$ cat config.mk
export PLATFORM = sky130hd
export DESIGN_NAME = multicycle_control
export DESIGN_NICKNAME = d
export VERILOG_FILES = /design/src/rtl/multicycle_control.sv
export SDC_FILE = /design/constraint.sdc
export NUM_CORES = 1
export LEC_CHECK = 0
export CAP_MARGIN = 20
export CELL_PAD_IN_SITES_DETAIL_PLACEMENT = 1
export CELL_PAD_IN_SITES_GLOBAL_PLACEMENT = 1
export CORE_UTILIZATION = 30
export CTS_BUF_LIST = sky130_fd_sc_hd__clkbuf_16
export CTS_CLUSTER_DIAMETER = 200
export CTS_CLUSTER_SIZE = 16
export DETAILED_ROUTE_END_ITERATION = 10
export GPL_TIMING_DRIVEN = 0
export PLACE_DENSITY_LB_ADDON = 0.1
export SYNTH_ARGS = -nofsm -noshare
export SYNTH_HDL_FRONTEND = slang
export SYNTH_SLANG_ARGS = --single-unit
$ cat constraint.sdc
create_clock -name clk -period 1.9 [get_ports clk]
set_input_delay 0.285 -clock clk [delete_from_list [all_inputs] [get_ports clk]]
set_output_delay 0.285 -clock clk [all_outputs]
set_load 0.01 [all_outputs]
$ cat src/rtl/multicycle_control.sv
// Control FSM for a multicycle RV32-subset datapath (R-type, lw, sw, beq).
// Decodes state into datapath controls and counts retired instructions.
module multicycle_control #(
  parameter int CNT_W = 32
) (
  input  logic             clk,
  input  logic             rst,
  input  logic [6:0]       opcode,
  input  logic [2:0]       funct3,
  input  logic             zero,
  input  logic             mem_ready,
  output logic             mem_read,
  output logic             mem_write,
  output logic             IorD,
  output logic             IRWrite,
  output logic             PCWrite,
  output logic             RegWrite,
  output logic             MemtoReg,
  output logic [1:0]       ALUSrcA,
  output logic [1:0]       ALUSrcB,
  output logic [1:0]       ALUOp,
  output logic             PCSource,
  output logic             illegal,
  output logic [3:0]       state,
  output logic [CNT_W-1:0] instret
);

  typedef enum logic [3:0] {
    S_FETCH  = 4'd0,
    S_DECODE = 4'd1,
    S_MEMADR = 4'd2,
    S_MEMRD  = 4'd3,
    S_MEMWB  = 4'd4,
    S_MEMWR  = 4'd5,
    S_EXEC   = 4'd6,
    S_RWB    = 4'd7,
    S_BRANCH = 4'd8,
    S_TRAP   = 4'd9
  } state_t;

  localparam logic [6:0] OP_R     = 7'b0110011;
  localparam logic [6:0] OP_LOAD  = 7'b0000011;
  localparam logic [6:0] OP_STORE = 7'b0100011;
  localparam logic [6:0] OP_BEQ   = 7'b1100011;

  state_t           state_q, state_d;
  logic [CNT_W-1:0] instret_q, instret_d;
  logic             illegal_q;
  logic             retire_s;
  logic             is_r_s, is_load_s, is_store_s, is_beq_s;

  assign is_r_s     = (opcode == OP_R);
  assign is_load_s  = (opcode == OP_LOAD);
  assign is_store_s = (opcode == OP_STORE);
  assign is_beq_s   = (opcode == OP_BEQ) && (funct3 == 3'b000);

  // Next-state selection and retirement detection
  always_comb begin
    state_d  = state_q;
    retire_s = 1'b0;
    case (state_q)
      S_FETCH: begin
        if (mem_ready) state_d = S_DECODE;
        else           state_d = S_FETCH;
      end
      S_DECODE: begin
        if (is_load_s || is_store_s) state_d = S_MEMADR;
        else if (is_r_s)             state_d = S_EXEC;
        else if (is_beq_s)           state_d = S_BRANCH;
        else                         state_d = S_TRAP;
      end
      S_MEMADR: begin
        if (is_load_s)       state_d = S_MEMRD;
        else if (is_store_s) state_d = S_MEMWR;
        else                 state_d = S_TRAP;
      end
      S_MEMRD: begin
        if (mem_ready) state_d = S_MEMWB;
        else           state_d = S_MEMRD;
      end
      S_MEMWB: begin
        state_d  = S_FETCH;
        retire_s = 1'b1;
      end
      S_MEMWR: begin
        if (mem_ready) begin
          state_d  = S_FETCH;
          retire_s = 1'b1;
        end else begin
          state_d  = S_MEMWR;
        end
      end
      S_EXEC:   state_d = S_RWB;
      S_RWB: begin
        state_d  = S_FETCH;
        retire_s = 1'b1;
      end
      S_BRANCH: begin
        state_d  = S_FETCH;
        retire_s = 1'b1;
      end
      S_TRAP:   state_d = S_TRAP;
      // Unreachable encodings are treated as a trap rather than silently recovering
      default:  state_d = S_TRAP;
    endcase
  end

  // Counter wraps naturally at 2^CNT_W
  always_comb begin
    if (retire_s) instret_d = instret_q + {{(CNT_W-1){1'b0}}, 1'b1};
    else          instret_d = instret_q;
  end

  // State, retirement counter and trap flag registers
  always_ff @(posedge clk) begin
    if (rst) begin
      state_q   <= S_FETCH;
      instret_q <= {CNT_W{1'b0}};
      illegal_q <= 1'b0;
    end else begin
      state_q   <= state_d;
      instret_q <= instret_d;
      illegal_q <= (state_d == S_TRAP);
    end
  end

  // Datapath control decode; FETCH/BRANCH enables are qualified by same-cycle inputs
  always_comb begin
    mem_read  = 1'b0;
    mem_write = 1'b0;
    IorD      = 1'b0;
    IRWrite   = 1'b0;
    PCWrite   = 1'b0;
    RegWrite  = 1'b0;
    MemtoReg  = 1'b0;
    ALUSrcA   = 2'b00;
    ALUSrcB   = 2'b00;
    ALUOp     = 2'b00;
    PCSource  = 1'b0;
    case (state_q)
      S_FETCH: begin
        mem_read = 1'b1;
        ALUSrcB  = 2'b01;
        IRWrite  = mem_ready;
        PCWrite  = mem_ready;
      end
      S_DECODE: begin
        ALUSrcA = 2'b10;
        ALUSrcB = 2'b10;
      end
      S_MEMADR: begin
        ALUSrcA = 2'b01;
        ALUSrcB = 2'b10;
      end
      S_MEMRD: begin
        mem_read = 1'b1;
        IorD     = 1'b1;
      end
      S_MEMWB: begin
        RegWrite = 1'b1;
        MemtoReg = 1'b1;
      end
      S_MEMWR: begin
        mem_write = 1'b1;
        IorD      = 1'b1;
      end
      S_EXEC: begin
        ALUSrcA = 2'b01;
        ALUOp   = 2'b10;
      end
      S_RWB:    RegWrite = 1'b1;
      S_BRANCH: begin
        ALUSrcA  = 2'b01;
        ALUOp    = 2'b01;
        PCSource = 1'b1;
        PCWrite  = zero;
      end
      S_TRAP:   mem_read = 1'b0;
      default:  mem_read = 1'b0;
    endcase
  end

  assign illegal = illegal_q;
  assign state   = state_q;
  assign instret = instret_q;

endmodule
==> flow_summary.toml, run 1 <==
[detailed_routing]
antenna_left = 0
vias_per_cell = 5.30
vias = 2235
routed_wl_um = 6600
drc = 4
drtPass1Iterations = 9
first_iter_violations = 139
wl_per_cell_um = 15.6

[critical_path]
critPathMaxFanout = 9
cpPeakStageDelay_ns = 0.32
cp_cell_sequence = "buf_6, or2_4, nor3_4, and2_4, dlygate4sd2_1"
cp-end-kind = "output port"
critPathLaunch = "state[3]"
slowest_stage = "dfxtp_2"
arrival_ns = 1.53
r2r_start = "state[2]"
start_kind = "register"
cp.required_ns = 1.62
crit_type = "reg2out"

[synthesis]
synth_top_area_share_pct = 36.0
synth.distinct_cells = 48
synth_top_family_by_area = "simple AND/OR/NAND/NOR gates"
postSynth.asyncResetShare_pct = 0
synth_compound_area_share_pct = 14.5
syn_nets = 273
syn-cell-area_mm2 = 0.00206
synth_area_leaders = "dfxtp_1 36%, xor2_1 6.0%, nor2_1 5.3%"
yosys_warnings = 0
synth.area.mux_share_pct = 1.52
synth.avg_cell_area_um2 = 7.97
ys_seq_area_share_pct = 36.0
synthCells = 258
synth_fa_ha_area_share_pct = 0.609
synth-edff-count = 0
synth_seq_cells = 37
synth-simple-area-share_pct = 35.8
synthXorXnorAreaFrac_pct = 6.82
netlist.top_cell.by_area = "dfxtp_1"
synth_ff_type = "dfxtp_1"

[placement]
portBuffers = 64
place_congestion = 0.734
placed_area_mm2 = 0.00279
dpl.hpwl_um = 4440
place_inst = 399

[floorplan]
initial_utilization_pct = 31.7
die_area_mm2 = 0.00719
die_h_um = 84.8
ios = 65
core_area_mm2 = 0.00649
dieWidth_um = 84.8
row_count = 29

[clock_network]
clk_pin_slew_ns = 0.06
clk_path_buf_depth = 2
clock-sinks = 37
ctsRootBufferMaster = "clkbuf_16"
cts_made_buffers = 5
htree_levels = 2
cts_tree = "built"
clock_latency_ns = 0.28

[final_layout]
diodes = 0
n_fill_cell = 757
final_common_cell = "clkdlybuf4s50_1"
finalNonFillerCells = 422
final_cell_mix = "49 x clkdlybuf4s50_1, 28 x nor2_1, 23 x dfxtp_1"
drive_above_1_share_pct = 22.3
nets = 359
final_area_mm2 = 0.00326
area_growth_pct = 58.8

[timing]
finalCriticalPeriod_ns = 1.82
final_max_slew_viol_count = 0
hold_violations = 0
maxSlewHeadroom_pct = 57.6
finalSetupViolations = 0
worstMarginPinSlew_ns = 0.630
fin_crit_sh_pct = 95.7
skew_ns = 0.00691
max_freq_ghz = 0.550
rsz0062_at_grt = "yes"

[global_routing]
grt_use_met2_pct = 31.0
antenna_found_initial = 0
met3_usage_pct = 3.74
grt_pass1_wl_um = 10700
busiest_layer = "met2"
overflow = 0
grt_use_met1_pct = 24.8
grt_pass1_vias = 2171
grt_use_total_pct = 18.7
grt_max_degree = 13

[power]
p_per_area_mw_per_mm2 = 618
ir_worst_vdd_mv = 0.364
power.leakage_nw = 1.24

[run_status]
failed_checks = "design-rule violations"
status = "finished, violations left"

[job]
maxCapViolCount = 0

[min_path]
hp-class = "reg2reg"
hold_start = "instret[21]"
==> cell usage after synthesis (2+ instances only) <==
cell type	count
o21ai_0	16
nor3_1	10
and3_1	7
nand4_1	14
nor2b_1	2
a21o_1	2
or3_1	10
a221oi_1	2
buf_2	2
nor2_1	29
and4_1	3
nand3_1	16
or4_1	4
clkbuf_1	9
nand2_1	14
mux2i_1	2
inv_1	5
xor2_1	14
o31ai_1	3
and2_1	2
nor3b_1	3
dfxtp_1	37
a21oi_1	18
or2_2	2
a31oi_1	2
buf_4	4
xnor2_1	2
nand2b_1	4
==> layer usage <==
layer  wire [um]  part of all wire (%)  up-vias
li1            -                     -     1109
met5           0                     0        -
met3         200                   3.0        8
met4          82                   1.2        0
met2        3240                    49       43
met1        3080                    47     1075
==> cells by family (layout without fill, tap and decap cells) <==
group                    Yosys count  in the layout
AO/OA/AOI/OAI                     50             50
XOR/XNOR                          16             16
adder cells (fa/ha/maj)            1              1
buffers and inverters             21            108
flip-flops                        37             37
multiplexers                       3              3
AND/OR/NAND/NOR                  130            130
==> where the power goes <==
group	switching, mW	total, mW	internal [mW]
combinational	0.134	0.274	0.140
sequential	0.00646	0.790	0.784
clock	0.336	0.953	0.617
==> final timing paths <==
check,to,slack [ns],cells past startpoint
max,IRWrite,0.08,5
min,instret[21],0.50,2
max reg2reg,instret[25],0.10,8
min reg2reg,instret[21],0.50,2
==> metrics by stage <==
| stage | worst slack [ns] | total power [mW] | TNS, ns | hold WS, ns | utilization (%) |
|---|---|---|---|---|---|
| 6_report | 0.0823 | 2.02 | 0 | 0.500 | 50.3 |
| 5_1_grt | -0.00424 | 2.10 | -0.00824 | 0.518 | 50.3 |
| 4_1_cts | 0.00748 | 1.99 | 0 | 0.496 | 47.6 |
| 3_5_place_dp | -0.425 | 1.04 | -7.38 | 0.489 | 43.0 |
| 3_3_place_gp | -0.347 | 1.04 | -6.53 | 0.473 | 43.0 |
| 2_1_floorplan | 0.0361 | 0.923 | 0 | 0.456 | - |
==> worst max-delay path: cells and delay by family, from the launching register on <==
kind / cells / cell delay (ns)
flops: 1 / 0.32
buf+inv: 2 / 0.39
simple gates: 3 / 0.55
==> area by class of cell <==
class                      count  area (um2)  area share, %
clock buffer                   5         125           3.83
clock inverter                 3        42.5           1.30
multi-input combinational    200        1320           40.4
tap                           77        96.3           2.95
buffer                        15         120           3.68
inverter                       5        18.8          0.575
sequential                    37         761           23.3
timing repair buffer          80         783           24.0
==> timing repair <==
item                       4_1_cts  5_1_grt
hold buffers                     0        0
pin swaps                        2        9
setup endpoints to repair       39       23
buffers inserted                 5       11
resized for setup               47       26
==> registers in the layout (all words and copies together) (netlist names) <==
register,count
instret,32
state,4
illegal,1
Note: power is estimated with default switching activity, not from simulation.
==> run 2, diff against run 1 <==
CORE_UTILIZATION = 33   (was 30)
REMOVE_ABC_BUFFERS = 1   (was default)
clock period = 1.7 ns   (was 1.9 ns; I/O delays follow)
==> flow_summary.toml, run 2 (synthesis results as in run 1) <==
[run_status]
status = "finished, violations left"
failed_checks = "negative setup slack"

[global_routing]
grt_use_total_pct = 23.1
grt_pass1_vias = 2344
antenna_found_initial = 0
grt_pass1_wl_um = 11700
grt_max_degree = 39
overflow = 0

[final_layout]
final_common_cell = "clkdlybuf4s50_1"
n_fill_cell = 709
drive_above_1_share_pct = 33.8
area_growth_pct = 67.7
diodes = 0
largest_reg_flops = 32
nets = 375
final_cell_mix = "49 x clkdlybuf4s50_1, 39 x buf_4, 26 x nor2_1"

[critical_path]
r2r_start = "instret[13]"
cp.required_ns = 1.90
cp_cell_sequence = "nand4_1, buf_4, nor4_4, buf_4, nand2_1, or3_1, a21oi_1"
cp-end-kind = "register"
crit_type = "reg2reg"
slowest_stage = "dfxtp_2"
cpPeakStageDelay_ns = 0.35
start_kind = "register"
reg2reg_slack_ns = -0.15
critPathMaxFanout = 5
arrival_ns = 2.06
ff2ff_path_depth = 7
r2r_end = "instret[23]"
crit_top_cell = "buf_4"
critPathLaunch = "instret[13]"

[timing]
max_freq_ghz = 0.539
finalSetupViolations = 15
maxSlewHeadroom_pct = 49.2
fin_crit_sh_pct = 109
hold_violations = 0
fin_tns_setup_ns = -1.25
worst_slack_ns = -0.155
worstMarginPinSlew_ns = 0.761
finalCriticalPeriod_ns = 1.85
final_max_slew_viol_count = 0
skew_ns = 0.00416
rsz0062_at_grt = "yes"

[floorplan]
die_h_um = 80.9
die_area_mm2 = 0.00655
row_count = 28
initial_utilization_pct = 34.5
dieWidth_um = 80.9
ios = 65
core_area_mm2 = 0.00596

[clock_network]
clock_latency_ns = 0.28
ctsRootBufferMaster = "clkbuf_16"
htree_levels = 2
clock-sinks = 37
cts_made_buffers = 5
clk_path_buf_depth = 2
clk_pin_slew_ns = 0.06
cts_hold_buf = 0
cts_tree = "built"

[detailed_routing]
vias = 2388
first_iter_violations = 104
routed_wl_um = 7720
wl_per_cell_um = 17.7
drtPass1Iterations = 4
wl_met2_um = 3960
dr.max_layer_used = "met4"
met1Wirelength_um = 3380
antenna_left = 0
drc = 0
dr_wl_met3_um = 263
vias_per_cell = 5.48

[power]
p_per_area_mw_per_mm2 = 641
seqPwrFrac_pct = 39.9
ir_worst_vdd_mv = 0.361
combPwrFrac_pct = 13.1
switching_share_pct = 23.6
power.switching_mw = 0.522
p_clk_share_pct = 47.0
internal_power_mw = 1.69
power.leakage_nw = 1.33

[job]
maxCapViolCount = 0

[placement]
portBuffers = 64
place_congestion = 0.745
pre_cts_slack_ns = -1.17
dpl.hpwl_um = 3900

[min_path]
whs_path_depth = 2
hold_start = "instret[31]"
hp-class = "reg2reg"
min_to = "instret[31]"
==> run 2: cell types whose count changed in the layout (fill, tap and decap cells not counted), sizes merged <==
cell,previous run,this run
buf,24,51
dlygate4sd2,13,6
clkbuf,13,10
dlymetal6s2s,1,0
==> run 2: through the flow <==
| step | hold WS [ns] | instances | util, % | instance area [um2] | total power [mW] |
|---|---|---|---|---|---|
| 2_1_floorplan | 0.324 | 242 | - | 1980 | 1.00 |
| 3_3_place_gp | 0.469 | 381 | 45.5 | 2710 | 1.14 |
| 3_5_place_dp | 0.490 | 381 | 45.5 | 2710 | 1.14 |
| 4_1_cts | 0.503 | 426 | 55.8 | 3320 | 2.22 |
| 5_1_grt | 0.538 | 436 | 57.9 | 3450 | 2.27 |
| 6_report | 0.495 | 436 | 57.9 | 3450 | 2.21 |
==> run 2: worst max path at each step <==
stage	endpoint	slack (ns)	cells past startpoint
finish	instret[23]	-0.15	7
global route	instret[26]	-0.22	7
CTS	instret[26]	-0.11	7
detailed placement	instret[20]	-1.17	5
global placement	instret[20]	-1.21	5
floorplan	instret[20]	-0.58	5
==> run 2: power by group through the flow <==
stage | sequential, mW | combinational (mW) | clock [mW]
4_1_cts | 0.884 | 0.272 | 1.06
6_report | 0.881 | 0.289 | 1.04
3_3_place_gp | 0.917 | 0.222 | 0
5_1_grt | 0.882 | 0.311 | 1.08
2_1_floorplan | 0.915 | 0.0892 | 0
3_5_place_dp | 0.918 | 0.220 | 0
==> run 2: what timing repair did <==
| action | CTS | global route |
|---|---|---|
| cloned | 1 | 0 |
| setup endpoints to repair | 51 | 30 |
| gates resized for setup | 79 | 37 |
| pin swaps | 21 | 12 |
| buffers inserted | 36 | 13 |
==> run 2: worst max-delay path: cells and delay by family (launching register included) <==
family | cells | cell delay [ns]
simple gates | 4 | 0.85
buf+inv | 2 | 0.42
flops | 1 | 0.35
compound gates | 1 | 0.15
==> run 2: cell type report <==
cell class	count	area (um2)	area share (%)
sequential	37	792	23.0
inverter	5	18.8	0.544
timing repair buffer	111	980	28.4
tap	75	93.8	2.72
multi-input combinational	200	1400	40.6
clock inverter	3	37.5	1.09
clock buffer	5	125	3.63
==> run 2: per-layer routing <==
layer / global-route usage [%] / up-vias
li1: - / 1141
met3: 4.16 / 10
met4: 7.14 / 0
met2: 39.4 / 64
met5: 0 / -
met1: 29.4 / 1173
